$ cat config.mk
export PLATFORM = sky130hd
export DESIGN_NAME = s_box_arbiter_flat
export DESIGN_NICKNAME = d
export VERILOG_FILES = /design/src/rtl/s_box_arbiter_if.sv /design/src/rtl/s_box_arbiter.sv /design/src/flat_wrapper.sv
export SDC_FILE = /design/constraint.sdc
export NUM_CORES = 1
export LEC_CHECK = 0
export CAP_MARGIN = 0
export CELL_PAD_IN_SITES_DETAIL_PLACEMENT = 0
export CELL_PAD_IN_SITES_GLOBAL_PLACEMENT = 2
export CORE_AREA = 5 5 239 241
export DETAILED_ROUTE_END_ITERATION = 10
export DIE_AREA = 0 0 244 246
export PLACE_DENSITY = 0.91
export SETUP_SLACK_MARGIN = 0.1
export SLEW_MARGIN = 20
export SYNTH_ARGS = -nofsm -noshare
export SYNTH_HDL_FRONTEND = slang
export SYNTH_SLANG_ARGS = --single-unit
$ cat constraint.sdc
create_clock -name clk -period 1.9 [get_ports clk]
set_clock_uncertainty 0.15 [all_clocks]
set_input_delay 0.285 -clock clk [delete_from_list [all_inputs] [get_ports clk]]
set_output_delay 0.285 -clock clk [all_outputs]
set_load 0.02 [all_outputs]
$ cat src/rtl/s_box_arbiter_if.sv
// Handshake and S-box bus bundle shared between the requesters, the
// arbiter and the external 128-bit S-box bank.
interface s_box_arbiter_if;
  logic         rnd_req;
  logic [127:0] rnd_data;
  logic         rnd_grant;
  logic         rnd_valid;
  logic [127:0] rnd_result;
  logic         key_req;
  logic [31:0]  key_word;
  logic         key_grant;
  logic         key_valid;
  logic [31:0]  key_result;
  logic [127:0] sb_in;
  logic [127:0] sb_out;
  logic         busy;

  // Arbiter side
  modport slave (
    input  rnd_req, rnd_data, key_req, key_word, sb_out,
    output rnd_grant, rnd_valid, rnd_result,
           key_grant, key_valid, key_result, sb_in, busy
  );

  // Requester / S-box bank side
  modport master (
    output rnd_req, rnd_data, key_req, key_word, sb_out,
    input  rnd_grant, rnd_valid, rnd_result,
           key_grant, key_valid, key_result, sb_in, busy
  );
endinterface

$ cat src/rtl/s_box_arbiter.sv
// Time-shares one combinational 128-bit S-box bank between the round
// datapath (SubBytes) and the key scheduler (SubWord) with round-robin
// arbitration, a one-cycle evaluation stage and a registered result.
module s_box_arbiter (
  input  logic            clk,
  input  logic            rst,
  s_box_arbiter_if.slave  bus
);

  typedef enum logic [1:0] {
    ST_IDLE = 2'd0,
    ST_EVAL = 2'd1,
    ST_DONE = 2'd2
  } state_e;

  typedef enum logic {
    SRC_RND = 1'b0,
    SRC_KEY = 1'b1
  } src_e;

  state_e       state_q, state_d;
  src_e         src_q, src_d;
  src_e         last_q, last_d;
  logic [127:0] op_q, op_d;
  logic [127:0] res_q, res_d;

  logic arb_en;
  logic rnd_win;
  logic key_win;
  logic rnd_gnt;
  logic key_gnt;

  // Round-robin arbitration; only open in IDLE/DONE and never during reset
  always_comb begin
    arb_en  = !rst && (state_q != ST_EVAL);
    rnd_win = bus.rnd_req && (!bus.key_req || (last_q == SRC_KEY));
    key_win = bus.key_req && !rnd_win;
    rnd_gnt = arb_en && rnd_win;
    key_gnt = arb_en && key_win;
  end

  // Next-state, operand capture and result capture
  always_comb begin
    state_d = state_q;
    src_d   = src_q;
    last_d  = last_q;
    op_d    = op_q;
    res_d   = res_q;
    case (state_q)
      ST_IDLE, ST_DONE: begin
        state_d = ST_IDLE;
        if (rnd_gnt) begin
          op_d    = bus.rnd_data;
          src_d   = SRC_RND;
          last_d  = SRC_RND;
          state_d = ST_EVAL;
        end else if (key_gnt) begin
          op_d    = {96'h0, bus.key_word};
          src_d   = SRC_KEY;
          last_d  = SRC_KEY;
          state_d = ST_EVAL;
        end
      end
      ST_EVAL: begin
        res_d   = bus.sb_out;
        state_d = ST_DONE;
      end
      default: state_d = ST_IDLE;
    endcase
  end

  // State and datapath registers with synchronous reset
  always_ff @(posedge clk) begin
    if (rst) begin
      state_q <= ST_IDLE;
      src_q   <= SRC_RND;
      last_q  <= SRC_KEY;
      op_q    <= '0;
      res_q   <= '0;
    end else begin
      state_q <= state_d;
      src_q   <= src_d;
      last_q  <= last_d;
      op_q    <= op_d;
      res_q   <= res_d;
    end
  end

  // Output decode; valid is masked by rst so a reset in DONE drops the pulse
  always_comb begin
    bus.rnd_grant  = rnd_gnt;
    bus.key_grant  = key_gnt;
    bus.busy       = (state_q == ST_EVAL);
    bus.sb_in      = (state_q == ST_EVAL) ? op_q : '0;
    bus.rnd_valid  = !rst && (state_q == ST_DONE) && (src_q == SRC_RND);
    bus.key_valid  = !rst && (state_q == ST_DONE) && (src_q == SRC_KEY);
    bus.rnd_result = res_q;
    bus.key_result = res_q[31:0];
  end

endmodule

$ cat src/flat_wrapper.sv
// flat-port wrapper written by rule: the top's interface ports become plain ports
module s_box_arbiter_flat 
  (clk, rst, bus_rnd_req, bus_rnd_data, bus_key_req, bus_key_word, bus_sb_out, bus_rnd_grant, bus_rnd_valid, bus_rnd_result, bus_key_grant, bus_key_valid, bus_key_result, bus_sb_in, bus_busy);
  s_box_arbiter_if bus_i ();
  input  logic clk;
  input  logic rst;
  input wire logic [$bits(bus_i.rnd_req)-1:0] bus_rnd_req;
  input wire logic [$bits(bus_i.rnd_data)-1:0] bus_rnd_data;
  input wire logic [$bits(bus_i.key_req)-1:0] bus_key_req;
  input wire logic [$bits(bus_i.key_word)-1:0] bus_key_word;
  input wire logic [$bits(bus_i.sb_out)-1:0] bus_sb_out;
  output wire logic [$bits(bus_i.rnd_grant)-1:0] bus_rnd_grant;
  output wire logic [$bits(bus_i.rnd_valid)-1:0] bus_rnd_valid;
  output wire logic [$bits(bus_i.rnd_result)-1:0] bus_rnd_result;
  output wire logic [$bits(bus_i.key_grant)-1:0] bus_key_grant;
  output wire logic [$bits(bus_i.key_valid)-1:0] bus_key_valid;
  output wire logic [$bits(bus_i.key_result)-1:0] bus_key_result;
  output wire logic [$bits(bus_i.sb_in)-1:0] bus_sb_in;
  output wire logic [$bits(bus_i.busy)-1:0] bus_busy;
  assign bus_i.rnd_req = bus_rnd_req;
  assign bus_i.rnd_data = bus_rnd_data;
  assign bus_i.key_req = bus_key_req;
  assign bus_i.key_word = bus_key_word;
  assign bus_i.sb_out = bus_sb_out;
  assign bus_rnd_grant = bus_i.rnd_grant;
  assign bus_rnd_valid = bus_i.rnd_valid;
  assign bus_rnd_result = bus_i.rnd_result;
  assign bus_key_grant = bus_i.key_grant;
  assign bus_key_valid = bus_i.key_valid;
  assign bus_key_result = bus_i.key_result;
  assign bus_sb_in = bus_i.sb_in;
  assign bus_busy = bus_i.busy;
  s_box_arbiter u_core (.clk(clk), .rst(rst), .bus(bus_i));
endmodule
==> summary.txt <==
Pwr
  – Clock share of power: 0.411
  – Cell area power density: 790 mW/mm2
  – P_sw: a little over 4 mW
  – Worst VDD drop: 0.000567 V
  – P_int: between 10 and 15 mW
  – Net Sw Frac: 0.273
  – Seq pwr share: 0.395
  – Leakage power: 6.88 nW
  – Comb power frac: 0.194

Route
  – Iteration-0 DRC Markers: approximately 700
  – Antenna-violating nets left: 0
  – DRC: 0
  – Vias per inst: 4.66
  – Vias: around 12000
  – WL final: 50100 um
  – First-pass DRT Iterations: 5
  – DR WL/cell: between 15 and 20 um

Synthesis
  – Mapped Avg Cell Area: slightly below 8 um2
  – Top post-synthesis cells by count: 260 x dfxtp_1, 258 x a21oi_1, 257 x nand2_1
  – Main area contributors after synthesis: dfxtp_1 46%, a21oi_1 11%, nand2_1 8.5%, and2_1 7.0%, nand4_1 7.0%
  – Synthesized net count: approximately 1700
  – Ys flop type: dfxtp_1
  – Post-Syn Area: approximately 0.011 mm2
  – Most common cell in the synthesized netlist: dfxtp_1
  – #FFs+latches synth: 260
  – Synth Instances: between 1000 and 1500
  – Post-synth top area cell: dfxtp_1
  – Unique masters post-synth: 28
  – Synth top area share: 0.457
  – Post-synthesis sequential area ratio: 0.457
  – Synth Warn #: 0
  – Number of synthesized flops with an enable pin: 0
  – Async set-reset flop share out of synthesis: 0

Setup path
  – Critical path fanouts, max: 17
  – Max stage delay on crit path: roughly 320 ps
  – Reg-to-reg slack, setup: -150 ps
  – Worst path cell trace: nand2b_4 -> inv_12 -> buf_6 -> and2_1 -> clkdlybuf4s15_2
  – WP data required: around 1500 ps
  – R2R depth: 4
  – Critical Path Stages: 5
  – Crit path kind: flop to primary output
  – Worst setup SP type: flop
  – CP top delay family: buffers and inverters
  – Max stage delay cell, worst path: dfxtp_2
  – Crit end category: primary output
  – Worst R2R Start: u_core.state_q[0]
  – Data arrival time at the worst-slack endpoint: 1750 ps
  – Worst r2r dst: u_core.op_q[8]
  – Bufs and invs on worst path: 3

Placement
  – RD Place Congestion: between 0.8 and 0.9
  – DP Worst Slack: -308 ps
  – PortBufs: ~580
  – Dpl hpwl: about 36000 um
  – Placed cells: 2600

Clocking
  – Num CTS Buffers: 34
  – Clock root buffer master: clkbuf_16
  – Max clock buf depth: 3
  – CTS tree: yes
  – Htree depth: 2
  – Post-CTS Hold Buffers: 0
  – Skew-Pair Late Insertion Delay: 510 ps
  – CTS Sinks: 260
  – Clk slew on worst S/H paths: approximately 60 ps

Floorplanning
  – Core area: about 0.055 mm2
  – Die X: 244 um
  – Die Area: around 0.06 mm2
  – Die Y: between 200 and 250 um
  – Initial Util: 0.208
  – I/O pin total: between 500 and 600
  – Num rows: 86

Timing
  – Peak Freq: between 0.4 and 0.5 GHz
  – Hold Vio Cnt, Final: 0
  – Worst slew pin tran: between 1000 and 1500 ps
  – Period utilization: 1.15
  – # setup viols final: approximately 320
  – Count of pins over their slew limit: 0
  – RSZ-0062 raised after global routing: true
  – Crit path time final: 2190 ps
  – Worst slew margin: 0.292
  – Setup WS post-layout: -286 ps

Job
  – Maxcap violations: 0

Min path
  – Hold_sp: bus_sb_out[105]
  – Worst Hold End: u_core.bus.rnd_result[105]
  – Hold Crit Class: input pin to flop
  – Hold Path Depth: 3

GRT
  – Initial antenna violation count: 3
  – Gr usage total: 0.155
  – First-pass GRT wire length: roughly 74000 um
  – Largest net degree at the start of global routing: approximately 110
  – Vias in the first global route: approximately 12000
  – GRT overflow: 0

Run status
  – Failing checks: setup timing
  – Outcome: finished, violations left

Finish
  – P&R area growth vs syn: 67.4%
  – Final non-filler cell total: 2666
  – Layout cells sized above 1: 0.146
  – Register Area: 0.00521 mm2
  – Multi-input logic area: 0.00530 mm2
  – Fillers: 5645
  – Net count, final: 2230
-- per-layer routing --
layer	vias up	part of all wire	global-route usage
li1	5994	-	-
met3	91	0.076	0.0470
met4	2	0.031	0.0529
met1	5904	0.39	0.182
met2	436	0.50	0.269
met5	-	0.00026	0
-- cell families (layout without fill, tap and decap cells) --
logic type | Yosys count | in the layout | share of synthesized area
buffers and inverters | 199 | 720 | 0.0855
other | 0 | 3 | 0
and+or+nand+nor | 559 | 559 | 0.251
DFF | 260 | 260 | 0.457
AOI/OAI and AO/OA | 420 | 420 | 0.206
-- metrics by stage --
stage	hold WS [ps]	setup TNS [ps]	util	total power [mW]	cell area, um2
CTS	96.9	-73890	0.349	15.3	19100
global placement	291	-32450	0.329	8.92	18000
floorplan	271	0	-	7.37	11400
finish	143	-32600	0.348	15.1	19000
global route	111	-62270	0.348	15.8	19000
detailed placement	296	-34430	0.329	8.95	18000
-- layout make-up --
class | count | area share
clock inverters | 5 | 0.00361
flip-flops and latches | 260 | 0.273
clock buffers | 52 | 0.0524
multi-input cells | 979 | 0.278
inverters | 3 | 0.00125
repair buffers | 660 | 0.344
well taps | 704 | 0.0462
diodes | 3 | 0.000394
-- sequential cells by signal, summed over array words and instances, names as in the netlist --
signal,flops
u_core.src_q,1
u_core.last_q,1
u_core.state_q,2
u_core.bus.rnd_result,128
u_core.op_q,128
-- worst register-to-register path, cell delays in order, from the launching register on --
cell,delay (ps)
dfxtp_1,330
buf_4,150
or2_2,320
nor2_4,690
a311oi_1,240
-- timing repair --
item / in CTS / in global routing
gates resized for setup: 419 / 175
buffers inserted: 4 / 0
endpoints found under the setup margin: 433 / 495
pin swaps: 1 / 2
gates cloned: 1 / 1
-- power groups by stage --
stage	Sequential (mW)	Combinational [mW]	Clock (mW)
6_report	5.94	2.92	6.19
5_1_grt	5.97	3.14	6.66
4_1_cts	5.94	2.92	6.41
3_5_place_dp	6.05	2.90	0
3_3_place_gp	6.04	2.88	0
2_1_floorplan	6.20	1.17	0
-- cells in the final DEF, fill, tap and decap left out, types with 16 or more instances in the layout --
cell             instances
clkdlybuf4s50_1        449
dfxtp_1                259
a21oi_1                258
nand2_1                257
nand4_1                128
and2_1                 112
o21ai_0                 96
buf_4                   85
clkbuf_16               35
buf_6                   33
o41ai_1                 32
nor2b_1                 32
a311oi_1                32
clkdlybuf4s15_2         32
buf_2                   19
buf_12                  19
and2_4                  16
clkbuf_2                16
-- worst max path at each step --
| stage | endpoint | slack (ps) | from |
|---|---|---|---|
| after global placement | bus_rnd_grant | -270 | bus_key_req |
| after global routing | bus_key_grant | -420 | u_core.state_q[1] |
| after floorplan | bus_key_grant | 0.8 | u_core.state_q[1] |
| final | bus_sb_in[81] | -290 | u_core.state_q[1] |
| after detailed placement | u_core.op_q[8] | -310 | bus_key_req |
| after CTS | bus_key_grant | -450 | u_core.state_q[1] |
(Power assumes the default switching activity.)
